## src/rtl/matrix_pkg.sv

```systemverilog
// matrix_pkg: shared types, constants and helpers for the HPS<->coprocessor matrix transfer
// controller.
//  - State encoding of the transfer FSM (IDLE, LOAD, RUN, DRAIN) as plain localparams so the
//    encoding stays stable for software and older tooling that inspects the state register.
//  - OP_W / SIZE_W: widths of the opcode and size-code fields.
//  - size_to_n(): size code -> matrix dimension, clamped to the build's maximum.
//  - slot():      (row, col) of an n x n view -> element slot in the MAX_N-stride flat buffer.
package matrix_pkg;

  localparam int unsigned OP_W   = 3;
  localparam int unsigned SIZE_W = 2;

  typedef logic [1:0] state_t;

  localparam state_t ST_IDLE  = 2'd0;
  localparam state_t ST_LOAD  = 2'd1;
  localparam state_t ST_RUN   = 2'd2;
  localparam state_t ST_DRAIN = 2'd3;

  // n = size + 2, never larger than the buffers can hold.
  function automatic int unsigned size_to_n(input logic [SIZE_W-1:0] size,
                                            input int unsigned max_n);
    int unsigned n;
    n = 32'(size) + 32'd2;
    return (n > max_n) ? max_n : n;
  endfunction

  // Rows always sit MAX_N elements apart, whatever the active dimension.
  function automatic int unsigned slot(input int unsigned row, input int unsigned col,
                                       input int unsigned max_n);
    return row * max_n + col;
  endfunction

endpackage

```

## src/rtl/hs_sync.sv

```systemverilog
// hs_sync: multi-flop synchroniser for an asynchronous level input, plus a one-cycle pulse on
// each synchronised rising edge.
// Parameters:
//  STAGES   synchroniser depth (>= 2)
// Ports:
//  clk       in  system clock
//  reset     in  synchronous, active-high reset
//  async_in  in  asynchronous level input
//  sync_out  out synchronised level (last synchroniser stage)
//  rise      out high for one cycle when sync_out goes 0 -> 1
module hs_sync #(
  parameter int unsigned STAGES = 3
) (
  input  logic clk,
  input  logic reset,
  input  logic async_in,
  output logic sync_out,
  output logic rise
);

  logic [STAGES-1:0] sync_q;
  logic              prev_q;

  always_ff @(posedge clk) begin
    if (reset) begin
      sync_q <= '0;
      prev_q <= 1'b0;
    end else begin
      sync_q <= {sync_q[STAGES-2:0], async_in};
      prev_q <= sync_q[STAGES-1];
    end
  end

  assign sync_out = sync_q[STAGES-1];
  assign rise     = sync_q[STAGES-1] & ~prev_q;

endmodule

```

## src/rtl/matrix_xfer_ctrl.sv

```systemverilog
// matrix_xfer_ctrl: parametrised transfer controller between the HPS PIO words and the matrix
// coprocessor. Loads operands A/B one element per four-phase req/ack beat, launches the
// coprocessor, then streams the result back one element per beat. Only n*n elements move for
// the configured size; unused slots of the operand buffers stay zero.
// Optional feature: define XFER_TIMEOUT_EN to enable a RUN watchdog (TIMEOUT_CYC cycles) that
// raises err and returns to IDLE; without it err is tied low and RUN waits indefinitely.
// Ports:
//  clk, reset                 clock, synchronous active-high reset
//  hps_start                  level; starts a transaction when idle
//  hps_req / fpga_ack         asynchronous request in, acknowledge out
//  hps_a, hps_b               operand elements for the current load beat
//  hps_op, hps_size, hps_scalar  operation config, captured on the first load beat
//  fpga_data                  result element, stable while fpga_ack is high in DRAIN
//  busy, ovf, err             status
//  cp_start, cp_op, cp_size, cp_scalar, cp_a, cp_b   coprocessor launch and operands
//  cp_result, cp_done, cp_ovf coprocessor result and completion
module matrix_xfer_ctrl
  import matrix_pkg::*;
#(
  parameter int unsigned DATA_W      = 8,
  parameter int unsigned MAX_N       = 5,
  parameter int unsigned SYNC_STAGES = 3,
  parameter int unsigned TIMEOUT_CYC = 1024
) (
  input  logic                            clk,
  input  logic                            reset,
  input  logic                            hps_start,
  input  logic                            hps_req,
  input  logic [DATA_W-1:0]               hps_a,
  input  logic [DATA_W-1:0]               hps_b,
  input  logic [OP_W-1:0]                 hps_op,
  input  logic [SIZE_W-1:0]               hps_size,
  input  logic [DATA_W-1:0]               hps_scalar,
  output logic                            fpga_ack,
  output logic [DATA_W-1:0]               fpga_data,
  output logic                            busy,
  output logic                            ovf,
  output logic                            err,
  output logic                            cp_start,
  output logic [OP_W-1:0]                 cp_op,
  output logic [SIZE_W-1:0]               cp_size,
  output logic [DATA_W-1:0]               cp_scalar,
  output logic [MAX_N*MAX_N*DATA_W-1:0]   cp_a,
  output logic [MAX_N*MAX_N*DATA_W-1:0]   cp_b,
  input  logic [MAX_N*MAX_N*DATA_W-1:0]   cp_result,
  input  logic                            cp_done,
  input  logic                            cp_ovf
);

  localparam int unsigned ELEMS  = MAX_N * MAX_N;
  localparam int unsigned RC_W   = (MAX_N > 2) ? $clog2(MAX_N) : 1;
  localparam int unsigned SLOT_W = $clog2(ELEMS);

  state_t              state_q, state_d;
  logic [RC_W-1:0]     row_q, col_q, row_nx, col_nx, n_m1;
  logic [SLOT_W-1:0]   cur_slot;
  logic [SIZE_W-1:0]   eff_size;
  logic                last_col, last_beat;
  logic                start_go, load_beat, drain_beat, done_go, timeout_go;
  logic                req_sync, req_rise;
  logic                ack_q, ack_d;
  logic                start_q, ovf_q;
  logic [DATA_W-1:0]   data_q;
  logic [OP_W-1:0]     op_q;
  logic [SIZE_W-1:0]   size_q;
  logic [DATA_W-1:0]   scalar_q;
  logic [DATA_W-1:0]   a_q   [ELEMS];
  logic [DATA_W-1:0]   b_q   [ELEMS];
  logic [DATA_W-1:0]   res_q [ELEMS];

  hs_sync #(
    .STAGES (SYNC_STAGES)
  ) u_req_sync (
    .clk      (clk),
    .reset    (reset),
    .async_in (hps_req),
    .sync_out (req_sync),
    .rise     (req_rise)
  );

`ifdef XFER_TIMEOUT_EN
  localparam int unsigned TIMER_W = (TIMEOUT_CYC > 1) ? $clog2(TIMEOUT_CYC) : 1;
  logic [TIMER_W-1:0] timer_q;
  logic               err_q;
`else
  // TIMEOUT_CYC only matters when the watchdog is built in.
  logic unused_timeout_cfg;
  assign unused_timeout_cfg = ^32'(TIMEOUT_CYC);
`endif

  always_comb begin
    // On the first load beat the size has not been latched yet, so use the live input.
    eff_size   = (state_q == ST_LOAD && row_q == '0 && col_q == '0) ? hps_size : size_q;
    n_m1       = RC_W'(size_to_n(eff_size, MAX_N) - 32'd1);
    last_col   = (col_q == n_m1);
    last_beat  = last_col && (row_q == n_m1);
    cur_slot   = SLOT_W'(slot(32'(row_q), 32'(col_q), MAX_N));

    start_go   = (state_q == ST_IDLE) && hps_start;
    load_beat  = (state_q == ST_LOAD) && req_rise;
    drain_beat = (state_q == ST_DRAIN) && req_rise;
    done_go    = (state_q == ST_RUN) && cp_done;
    timeout_go = 1'b0;
`ifdef XFER_TIMEOUT_EN
    timeout_go = (state_q == ST_RUN) && !cp_done && (timer_q == TIMER_W'(TIMEOUT_CYC - 1));
`endif

    if (last_beat) begin
      row_nx = '0;
      col_nx = '0;
    end else if (last_col) begin
      row_nx = row_q + 1'b1;
      col_nx = '0;
    end else begin
      row_nx = row_q;
      col_nx = col_q + 1'b1;
    end

    state_d = state_q;
    case (state_q)
      ST_IDLE:  if (start_go) state_d = ST_LOAD;
      ST_LOAD:  if (load_beat && last_beat) state_d = ST_RUN;
      ST_RUN: begin
        if (done_go) state_d = ST_DRAIN;
        else if (timeout_go) state_d = ST_IDLE;
      end
      ST_DRAIN: if (drain_beat && last_beat) state_d = ST_IDLE;
      default:  state_d = ST_IDLE;
    endcase

    // Ack rises only on an accepted beat, then tracks req down even if the FSM has moved on,
    // so the HPS always sees a complete four-phase cycle.
    ack_d = req_sync & (ack_q | (req_rise & (state_q == ST_LOAD || state_q == ST_DRAIN)));
  end

  always_ff @(posedge clk) begin
    if (reset) begin
      state_q  <= ST_IDLE;
      row_q    <= '0;
      col_q    <= '0;
      ack_q    <= 1'b0;
      start_q  <= 1'b0;
      ovf_q    <= 1'b0;
      data_q   <= '0;
      op_q     <= '0;
      size_q   <= '0;
      scalar_q <= '0;
      for (int k = 0; k < ELEMS; k++) begin
        a_q[k]   <= '0;
        b_q[k]   <= '0;
        res_q[k] <= '0;
      end
    end else begin
      state_q <= state_d;
      ack_q   <= ack_d;
      start_q <= load_beat && last_beat;

      if (start_go) begin
        row_q <= '0;
        col_q <= '0;
        for (int k = 0; k < ELEMS; k++) begin
          a_q[k] <= '0;
          b_q[k] <= '0;
        end
      end

      if (load_beat) begin
        a_q[cur_slot] <= hps_a;
        b_q[cur_slot] <= hps_b;
        if (row_q == '0 && col_q == '0) begin
          op_q     <= hps_op;
          size_q   <= hps_size;
          scalar_q <= hps_scalar;
        end
      end

      if (load_beat || drain_beat) begin
        row_q <= row_nx;
        col_q <= col_nx;
      end

      if (done_go) begin
        for (int k = 0; k < ELEMS; k++) begin
          res_q[k] <= cp_result[k*DATA_W +: DATA_W];
        end
        ovf_q <= cp_ovf;
        row_q <= '0;
        col_q <= '0;
      end

      // Present the next element only between beats so it cannot change under a raised ack.
      if (state_q == ST_DRAIN && !ack_q && !req_rise) begin
        data_q <= res_q[cur_slot];
      end
    end
  end

`ifdef XFER_TIMEOUT_EN
  always_ff @(posedge clk) begin
    if (reset) begin
      timer_q <= '0;
      err_q   <= 1'b0;
    end else begin
      if (state_q != ST_RUN) begin
        timer_q <= '0;
      end else if (!cp_done) begin
        timer_q <= timer_q + 1'b1;
      end
      if (timeout_go) begin
        err_q <= 1'b1;
      end else if (start_go) begin
        err_q <= 1'b0;
      end
    end
  end

  assign err = err_q;
`else
  assign err = 1'b0;
`endif

  always_comb begin
    cp_a = '0;
    cp_b = '0;
    for (int k = 0; k < ELEMS; k++) begin
      cp_a[k*DATA_W +: DATA_W] = a_q[k];
      cp_b[k*DATA_W +: DATA_W] = b_q[k];
    end
  end

  assign fpga_ack  = ack_q;
  assign fpga_data = data_q;
  assign busy      = (state_q != ST_IDLE);
  assign ovf       = ovf_q;
  assign cp_start  = start_q;
  assign cp_op     = op_q;
  assign cp_size   = size_q;
  assign cp_scalar = scalar_q;

endmodule

```

## config.mk

```make
export PLATFORM = sky130hd
export DESIGN_NAME = matrix_xfer_ctrl
export DESIGN_NICKNAME = d
export VERILOG_FILES = /design/src/rtl/matrix_pkg.sv /design/src/rtl/hs_sync.sv /design/src/rtl/matrix_xfer_ctrl.sv
export SDC_FILE = /design/constraint.sdc
export NUM_CORES = 1
export LEC_CHECK = 0
export CELL_PAD_IN_SITES_DETAIL_PLACEMENT = 2
export CELL_PAD_IN_SITES_GLOBAL_PLACEMENT = 2
export CORE_MARGIN = 2
export CORE_UTILIZATION = 37
export CTS_CLUSTER_SIZE = 16
export DETAILED_ROUTE_END_ITERATION = 8
export PLACE_DENSITY_LB_ADDON = 0.3
export SKIP_CTS_REPAIR_TIMING = 1
export SLEW_MARGIN = 15
export SYNTH_ARGS = -nofsm -noshare
export SYNTH_HDL_FRONTEND = slang
export SYNTH_HIERARCHICAL = 1
export SYNTH_SLANG_ARGS = --single-unit
```

## constraint.sdc

```tcl
create_clock -name clk -period 13.09 [get_ports clk]
set_clock_uncertainty 0.15 [all_clocks]
set_input_delay 2.618 -clock clk [delete_from_list [all_inputs] [get_ports clk]]
set_output_delay 2.618 -clock clk [all_outputs]
set_load 0.05 [all_outputs]
```

==> out/qor.txt, run 1 <==
clk_lat worst skew = 0.60 ns
top cells by area, synth = edfxtp_1 (69%), and2_1 (13%), mux4_2 (4.2%), dfxtp_1 (2.7%), nor2b_1 (1.5%)
kind of critical path = flip-flop to flip-flop
Rows = 97
Die W = 270 um
EDFF count, synth = 600
post-synthesis sequential area ratio = 0.714
Tmin final = 5.40 ns
Crit. End Element = flip-flop
fin area = 36,000 um^2
CTS tree = yes
Post-synth top cells = edfxtp_1 (600), and2_1 (544), clkbuf_1 (82), nor2b_1 (65), nand2_1 (51)
CTS root buf = clkbuf_16
drt drc = 0
Worst-path clk slew = 0.06 ns
hold crit path type = flip-flop to flip-flop
Worst-Margin Slew = 1.11 ns
YS warnings = 6
IO buf count = 659
H-tree levels = 3
Netlist cell types = 59
largest net degree at the start of global routing = 132
crit path max fanout = 22
routed len/inst = 30.8 um
first-pass GRT wire length = 144 mm
CTS Buffer Depth = 3
die area = 73,100 um^2
vias in the first global route = 19.2k
Mapped Area = 26,300 um^2
TNS Setup = 0 ns
NumNets Final = 2,593
CTS Sinks = 636
Slew Viols, Final = 0
share of cells above drive strength 1 = 0.0927
Comb pwr share = 0.278
WHS Path Cells = 2
Worst Hold Launch = cp_scalar[0]
Main synth FF type = edfxtp_1
Worst IR Drop VDD = 0.0871 mV
asr flop ratio synth = 0
leakage dissipation = 13.1 nW
DP HPWL = 70.4 mm
Critical R2R Launch = row_q[0]
area delta synth->final = 37.1%
gpl congestion = 0.872
initial antenna violation count = 4
Psw = 2.33 mW
max_slew headroom = 0.260
# setup viols final = 0
final WL = 103 mm
drt pass-1 iters = 8
synthesized netlist cell count = 1,697
PD cells = 184 nW/um^2
critical path arrival = 5.49 ns
syn avg cell area = 15.5 um^2
crit start category = flip-flop
P_int = 4.29 mW
clock power share = 0.301
max-capacitance violation count = 0
Placed Cells = 3,205
flops & latches, synth = 636
Die Y = 270 um
Initial Util = 0.374
Min-Delay Endpoint = cp_scalar[0]
status = finished, final reports clean
most common cell in the netlist = edfxtp_1
Flop pwr share = 0.420
Vias/cell = 5.11
RSZ-0062 raised after global routing = false
Setup WS pre-CTS = 6.92 ns
Hold WS = 0.312 ns
Area after DPL = 33,700 um^2
Top-Level Pins = 661
switching power share of the total = 0.352
CTS Buf Count = 72
Final WS setup = 7.69 ns
R2R setup slack = 7.69 ns
antenna-violating nets left = 0
Hold Vio Cnt, Final = 0
Critical R2R Capture = b_q[16][5]
grt total ovfl = 0
detailed-route via count = 17.1k
Final period util = 0.413
Fill cells = 6,477
Non-Filler Instances = 3,340
drt first-iter violations = 1,209
CP required = 13.17 ns
Fmax = 185 MHz
Overall Global Routing Usage = 0.277
cell taking the most area after synthesis = edfxtp_1
syn_nets = 1,951
post-synth top area share = 0.686
Reg2Reg Depth = 8
core area = 70,100 um^2
-- cells in the final DEF (no fill, tap or decap), drive strengths merged, types with 8 or more instances in the layout --
cell type,count
ha,18
nor4,11
nor2b,65
nor2,20
a31oi,10
buf,30
or3,8
clkbuf,100
nand3,8
clkdlybuf4s50,655
mux2,10
dfxtp,36
clkinv,22
a21oi,22
mux4,49
and2,544
nand2b,25
edfxtp,600
nor3,18
nand2,51
inv,15
-- worst max-delay path, stage by stage (launching register included) --
cell	delay, ns
dfxtp_1	0.55
ha_1	0.31
ha_1	0.32
fa_1	0.52
xnor2_2	0.19
buf_4	0.44
nand2_1	0.76
nor3_2	1.03
nand2b_1	0.72
-- area by class of cell --
type	instances	area (um^2)	share of cell area
Sequential cell	636	18700	0.521
Antenna cell	5	12.5	0.000348
Timing Repair Buffer	685	6780	0.188
Multi-Input combinational cell	931	6990	0.194
Inverter	13	56.3	0.00156
Clock buffer	100	1960	0.0544
Tap cell	940	1180	0.0327
Clock inverter	30	283	0.00786
-- routing by layer --
layer | routed length, um | part of all wire | GRT usage
met5 | 0 | 0 | 0
met4 | 4660 | 0.045 | 0.123
met3 | 5350 | 0.052 | 0.0487
met2 | 55700 | 0.54 | 0.523
met1 | 37000 | 0.36 | 0.299
-- logic make-up (layout without fill, tap and decap cells) --
family	after synthesis	after routing	share of synthesized area
and+or+nand+nor	771	771	0.187
DFF	636	636	0.714
buffers and inverters	130	828	0.0226
AOI/OAI and AO/OA	71	71	0.0179
muxes	63	63	0.0478
adders and majority gates	19	19	0.00934
xor gates and xnor gates	6	6	0.00200
other	1	6	0.000143
-- how the worst max path moves through the flow --
stage	from	endpoint	slack (ns)
final	row_q[0]	b_q[16][5]	7.69
after global routing	row_q[0]	b_q[16][1]	7.38
after CTS	reset	res_q[0][4]	7.58
after detailed placement	reset	res_q[0][5]	6.92
after global placement	reset	res_q[0][5]	7.07
after floorplan	reset	res_q[0][0]	5.50
-- stage by stage --
step | total power [mW] | util
global placement | 4.58 | 0.481
detailed placement | 4.66 | 0.481
finish | 6.61 | 0.513
CTS | 6.66 | 0.513
global route | 6.77 | 0.513
floorplan | 3.84 | -
-- flip-flops by register name, summed over array words and instances, names as in the netlist, 3 cells and up --
name and flops:
res_q 200, b_q 200, cp_op 3, a_q 200, col_q 3, row_q 3, fpga_data 8, u_req_sync/sync_q 3
cp_scalar 8
-- power by group through the flow --
stage | Combinational (mW) | Clock [mW] | Sequential [mW]
global placement | 1.80 | 0 | 2.78
CTS | 1.85 | 2.03 | 2.79
floorplan | 0.241 | 0 | 3.60
global route | 1.89 | 2.09 | 2.80
detailed placement | 1.84 | 0 | 2.82
finish | 1.84 | 1.99 | 2.78
(Power assumes the default switching activity.)
==> run 2, diff against run 1 <==
--- a/config.mk
+++ b/config.mk
@@ -8,7 +8,7 @@
 export CELL_PAD_IN_SITES_DETAIL_PLACEMENT = 2
 export CELL_PAD_IN_SITES_GLOBAL_PLACEMENT = 2
 export CORE_MARGIN = 2
-export CORE_UTILIZATION = 37
+export CORE_UTILIZATION = 34
 export CTS_CLUSTER_SIZE = 16
 export DETAILED_ROUTE_END_ITERATION = 8
 export PLACE_DENSITY_LB_ADDON = 0.3
==> constraint.sdc (replaced) <==
create_clock -name clk -period 5.45 [get_ports clk]
set_clock_uncertainty 0.15 [all_clocks]
set_input_delay 1.09 -clock clk [delete_from_list [all_inputs] [get_ports clk]]
set_output_delay 1.09 -clock clk [all_outputs]
set_load 0.05 [all_outputs]
==> run 2 against run 1 <==
Hold slack worse by 0.017 ns; flip-flop and latch count unchanged; design area grew 1.0%; non-clock buffer count grew 20; critical path type unchanged; largest power group unchanged.
==> out/qor.txt, run 2 (same netlist as run 1, synthesis figures left out) <==
status = finished, final reports clean
core area = 76,200 um^2
antenna-violating nets left = 0
Worst-path clk slew = 0.06 ns
Rows = 101
drt first-iter violations = 1,158
Crit. End Element = flip-flop
die area = 79,500 um^2
final WL = 97.4 mm
IO buf count = 659
met3 wire len = 5.88 mm
Slew Viols, Final = 0
top flop regs = a_q: 200 flops, b_q: 200 flops, res_q: 200 flops
DP HPWL = 69.2 mm
register area = 18,700 um^2
CTS Sinks = 636
M1 wire length = 35.4 mm
hold crit path type = flip-flop to flip-flop
met2 WL = 52.8 mm
gpl congestion = 0.821
initial antenna violation count = 5
drt pass-1 iters = 5
leakage dissipation = 13.3 nW
crit path max fanout = 17
Final period util = 0.867
Worst-Margin Slew = 0.983 ns
Top-Level Pins = 661
Worst IR Drop VDD = 0.267 mV
drt drc = 0
Fmax = 212 MHz
CTS tree = yes
Die Y = 282 um
CTS Buffer Depth = 3
clk_lat worst skew = 0.62 ns
Fill cells = 7,145
first-pass GRT wire length = 135 mm
area delta synth->final = 38.5%
share of cells above drive strength 1 = 0.0998
critical path arrival = 4.83 ns
CTS Buf Count = 73
routed len/inst = 28.2 um
grt total ovfl = 0
crit start category = flip-flop
max_slew headroom = 0.343
Vias/cell = 4.86
Overall Global Routing Usage = 0.241
detailed-route via count = 16.8k
Multi-input gate area = 6980 um^2
top sig layer = met5
total power = 15.9 mW
max-capacitance violation count = 0
CP required = 5.55 ns
# setup viols final = 0
most frequent cells in the layout = clkdlybuf4s50_1 (658), edfxtp_1 (600), and2_1 (544)
Tmin final = 4.73 ns
Hold Vio Cnt, Final = 0
most common cell after layout, fill and taps aside = clkdlybuf4s50_1
Initial Util = 0.345
kind of critical path = flip-flop to flip-flop
CTS root buf = clkbuf_16
TNS Setup = 0 ns
PD cells = 437 nW/um^2
Die W = 282 um
vias in the first global route = 18.5k
largest net degree at the start of global routing = 170
NumNets Final = 2,614
H-tree levels = 3
RSZ-0062 raised after global routing = false
[run 2: changes by cell type in the layout (fill, tap and decap cells not counted), moves of 2 or more]
cell / change
buf_2: -2
buf_12: +3
diode_2: -2
inv_16: +2
clkinv_1: +5
clkdlybuf4s50_1: +3
buf_4: +17
clkbuf_1: -9
clkinv_16: +2
[run 2: power by group]
| part | total, mW | internal [mW] | switching (mW) |
|---|---|---|---|
| combinational | 4.43 | 1.27 | 3.16 |
| clock | 4.84 | 2.77 | 2.07 |
| sequential | 6.61 | 6.29 | 0.328 |
| total | 15.9 | 10.3 | 5.57 |
[run 2: metrics by stage]
stage / worst slack, ns / hold WS, ns / cell area (um^2) / std cells / util
floorplan: 0.176 / 0.264 / 26300 / 1697 / -
global placement: 1.02 / 0.287 / 34000 / 3315 / 0.447
detailed placement: 0.716 / 0.284 / 34000 / 3315 / 0.447
CTS: 0.706 / 0.306 / 36300 / 3444 / 0.477
global route: 0.433 / 0.314 / 36400 / 3446 / 0.477
finish: 0.724 / 0.296 / 36400 / 3447 / 0.477
[run 2: worst max-delay path: stages (launching register included)]
cell      delay (ns)
dfxtp_1         0.56
ha_1            0.31
ha_1            0.18
ha_1            0.37
a21oi_1         0.22
a21oi_1         0.19
or2_2           0.59
buf_4           0.35
nor4_4          0.69
nand2b_1        0.72
[run 2: area by class of cell]
| type | instances | share of cell area |
|---|---|---|
| repair buffers | 705 | 0.192 |
| flip-flops and latches | 636 | 0.515 |
| multi-input cells | 931 | 0.192 |
| clock inverters | 38 | 0.0107 |
| inverters | 13 | 0.00145 |
| clock buffers | 91 | 0.0530 |
| diodes | 3 | 0.000206 |
| well taps | 1030 | 0.0354 |
[run 2: metal layers]
| layer | GRT usage | vias up |
|---|---|---|
| li1 | - | 7372 |
| met1 | 0.261 | 8656 |
| met2 | 0.458 | 608 |
| met3 | 0.0491 | 122 |
| met4 | 0.0882 | 2 |
| met5 | 0 | - |
[run 2: path summary, 6_finish.rpt]
kind	start	endpoint	slack (ns)	depth (start not counted)
hold reg to reg	u_req_sync/sync_q[1]	u_req_sync/sync_q[2]	0.30	1
setup / recovery	row_q[0]	b_q[9][3]	0.72	9
setup reg to reg	row_q[0]	b_q[9][3]	0.72	9
hold / removal	u_req_sync/sync_q[1]	u_req_sync/sync_q[2]	0.30	1
==> variant 1, RTL diff (flow settings as in run 1) <==
Change the parameter `MAX_N` from 5 to 6.
--- a/src/rtl/matrix_xfer_ctrl.sv
+++ b/src/rtl/matrix_xfer_ctrl.sv
@@ -20,3 +20,3 @@
   parameter int unsigned DATA_W      = 8,
-  parameter int unsigned MAX_N       = 5,
+  parameter int unsigned MAX_N       = 6,
   parameter int unsigned SYNC_STAGES = 3,
Ports: changed (resized cp_a, cp_b and cp_result); port bits go from 661 to 925. No check against the original RTL was run, so the function may have changed too.
==> variant 1 against run 1 <==
Total power is 40% higher. Synthesized cell count is 36% higher. Area after synthesis is 40% higher. Sequential cell count is 264 higher. Clock power is 41% higher. Routed wire length is 53% higher. Final area is 40% higher. First-iteration DRC count is 49% higher. Worst hold slack worse by 0.0084 ns. Critical path type is now in2reg. Largest cell class unchanged. Worst setup slack worse by 0.36 ns. Non-clock buffer count is 284 higher. Via count is 42% higher. Cell count is 38% higher.
==> variant 1: results (changes against run 1) <==
- Status: finished clean
- Dominant cells by area after synthesis: edfxtp_1 71%, and2_1 14%, mux4_2 4.4%
- CP Launch Point: cp_done
- Met1 WL: 54900 um (+48%)
- Flop-to-flop setup slack: 8.45 ns (+0.76 ns)
- HP Start: u_req_sync/sync_q[1]$_SDFF_PP0_
- Met2 Track Usage GR: 54.1% (+1.8 points)
- Seq/Total Area, Yosys: 72.7% (+1.3 points)
- DP Cell Count: 4411 (+38%)
- Initial drt markers: 1796 (+49%)
- Compound-Gate Fraction of Synth Area: 1.81% (+0.019 points)
- Crit path to: res_q[28][0]$_SDFFCE_PN0P_
- Hold path cells: 1 (-1)
- Wire per inst: 34.0 um (+10%)
- First drt pass iteration count: 5 (-3)
- RR Endpoint: fpga_data[4]$_SDFFE_PP0P_
- First-pass GRT wire length: 215000 um (+49%)
- Layout cells sized above 1: 11.1% (+1.8 points)
- Crit path DAT: 5.91 ns (+0.42 ns)
- Synth Net Count: 2653 (+36%)
- Regs by FF count: a_q: 288 flops, b_q: 288 flops, res_q: 288 flops
- Critical-path top delay cell: buf_4
- Post-synthesis mux area share: 5.70% (+0.91 points)
- R2R depth: 9 (+1)
- Initial antenna violation count: 18 (+14)
- P_clk: 2.80 mW (+41%)
- XOR/XNOR Fraction of Synth Area: 0.143% (-0.057 points)
- Post-synth top cells: 864 x edfxtp_1, 850 x and2_1, 115 x clkbuf_1
- Top sig layer: met5
- Unique masters post-synth: 63 (+6.8%)
- Pin count of the biggest net entering global routing: 129 (-2.3%)
[variant 1: cell count changes in the layout (fill, tap and decap cells not counted), sizes merged, moves of 23 or more]
cell,before,now
o21ai,5,43
edfxtp,600,864
clkdlybuf4s50,655,906
mux4,49,72
nand2,51,19
clkbuf,100,124
buf,30,63
clkinv,22,49
and2,544,850
nand2b,25,2
mux2i,4,30
nor2b,65,24
nor2,20,75
[variant 1: through the flow]
stage,instance area (um^2),setup slack [ns]
6_report,50400,7.33
5_1_grt,50400,7.06
4_1_cts,50300,7.33
3_5_place_dp,47200,6.60
3_3_place_gp,47200,6.84
2_1_floorplan,36700,1.30
[variant 1: area by class of cell]
cell class	instances	area, um^2	area share, %
Sequential cell	900	26700	52.9
Timing Repair Buffer	969	9500	18.9
Multi-Input combinational cell	1244	9390	18.6
Clock buffer	124	2670	5.29
Tap cell	1287	1610	3.20
Clock inverter	59	470	0.933
Inverter	12	45.0	0.0894
Antenna cell	17	42.5	0.0844
==> variant 2, RTL diff (flow settings as in run 1) <==
Without the edit above. Register the output `ovf` once more, with the module's reset; this adds one clock of latency there. The other outputs are not delayed to match.
--- a/src/rtl/matrix_xfer_ctrl.sv
+++ b/src/rtl/matrix_xfer_ctrl.sv
@@ -233,3 +233,9 @@
   assign busy      = (state_q != ST_IDLE);
-  assign ovf       = ovf_q;
+  always_ff @(posedge clk) begin
+    if (reset) begin
+      ovf <= '0;
+    end else begin
+      ovf <= ovf_q;
+    end
+  end
   assign cp_start  = start_q;
Check against the original RTL: not settled (the Yosys comparison gave no result); the edit may change what the design does.
==> variant 2 against run 1 <==
Die area down 0.61%. Worst hold slack worse by 0.012 ns. Area after synthesis decreased by 0.62%. Worst setup slack worse by 0.098 ns. Clock power down 3%. Count of clock-buffer cells in the layout stayed put. Final area fell by 0.47%. Critical path depth down 3. Total power down 3.0%. Sequential share of layout area is 0.30 points higher. Routed wire length fell by 1.2%. Sequential cell count grew 1. Synthesized cell count grew 0.35%. Critical endpoint is now res_q[12][0]$_SDFFCE_PN0P_. Largest power group unchanged.
==> variant 2: results (changes against run 1) <==
- DP Cell Count: 3221 (+0.50%)
- Synth Area in Adders: 0.940% (+0.0059 points)
- Logic inverters: 12 (-1)
- Seq/Total Area, Yosys: 71.9% (+0.52 points)
- Flop-to-flop setup slack: 8.53 ns (+0.84 ns)
- Switching share of power: 34.8% (-0.41 points)
- Status: finished clean
- Fill count: 6444 (-0.51%)
- Slew HR: 24.3% (-1.7 points)
- Crit path to: res_q[12][0]$_SDFFCE_PN0P_
- Net Switching: 2.23 mW (-4.1%)
- Dominant cells by area after synthesis: edfxtp_1 69%, and2_1 13%, mux4_2 4.3%
- CP Launch Point: reset
- Initial drt markers: 1337 (+11%)
- HP Start: u_req_sync/sync_q[1]$_SDFF_PP0_
- Buffering overhead: 19.0% (+0.16 points)
- Compound-Gate Fraction of Synth Area: 2.07% (+0.27 points)
- HPWL after DPL: 70200 um (-0.23%)
- Worst Path Max Fanout: 137 (+520%)
- GRT Total Usage: 27.3% (-0.35 points)
- Unique masters post-synth: 56 (-5.1%)
- Number of register bits inferred by synthesis: 637 (+0.16%)
- Setup WS pre-CTS: 6.96 ns (+0.0434 ns)
- Combinational share of power: 27.2% (-0.6 points)
- First-pass GRT wire length: 144000 um (-0.48%)
- Leakage power figure: 13.1 nW (-0.30%)
- Wirelength, routed: 101000 um (-1.2%)
- Register area: 18800 um^2 (+0.11%)
- Clock network area share: 6.14% (-0.090 points)
- Post-synth top cells: 600 x edfxtp_1, 545 x and2_1, 72 x clkbuf_1
- Worst setup margin: 7.59 ns (-0.0981 ns)
- Multi-input gate count: 940 (+0.97%)
- CTS Buf Count: 73 (+1.4%)
- Seq area share: 52.4% (+0.30 points)
- Initial antenna violation count: 2 (-2)
- Hold path cells: 1 (-1)
- Nets@finish: 2612 (+0.73%)
- Multi-input logic portion of the cell area: 19.1% (-0.34 points)
[variant 2: changes by cell type in the layout (fill, tap and decap cells not counted), moves of 7 or more]
cell             before  now
a31oi_1              10    1
buf_2                 3   13
buf_4                26   33
clkdlybuf4s50_1     655  645
nand2b_1             25    5
nor2_1               18   32
nor2_4                2   15
nor3_4               10    0
nor4_4                8    1
o21ai_0               5   12
o21ai_1               0   17
o21ai_2               0    7
[variant 2: logic make-up (layout without fill, tap and decap cells)]
kind of cell	after synthesis	after routing
and+or+nand+nor	763	763
muxes	59	59
xor gates and xnor gates	6	6
DFF	637	637
other	1	1
adders and majority gates	19	19
AOI/OAI and AO/OA	92	92
buffers and inverters	126	837
[variant 2: critical path, stage by stage]
cell and delay [ns]:
buf_4 0.19, buf_4 0.69, a21oi_1 0.30, inv_8 0.65
buf_4 0.81
[variant 2: metal layers]
metal	track usage, %	part of all wire, %	up-vias
met5	0	0.016	-
met4	10.9	3.9	2
met3	6.41	6.5	163
met2	50.3	53	713
met1	30.2	37	8894
li1	-	-	7343
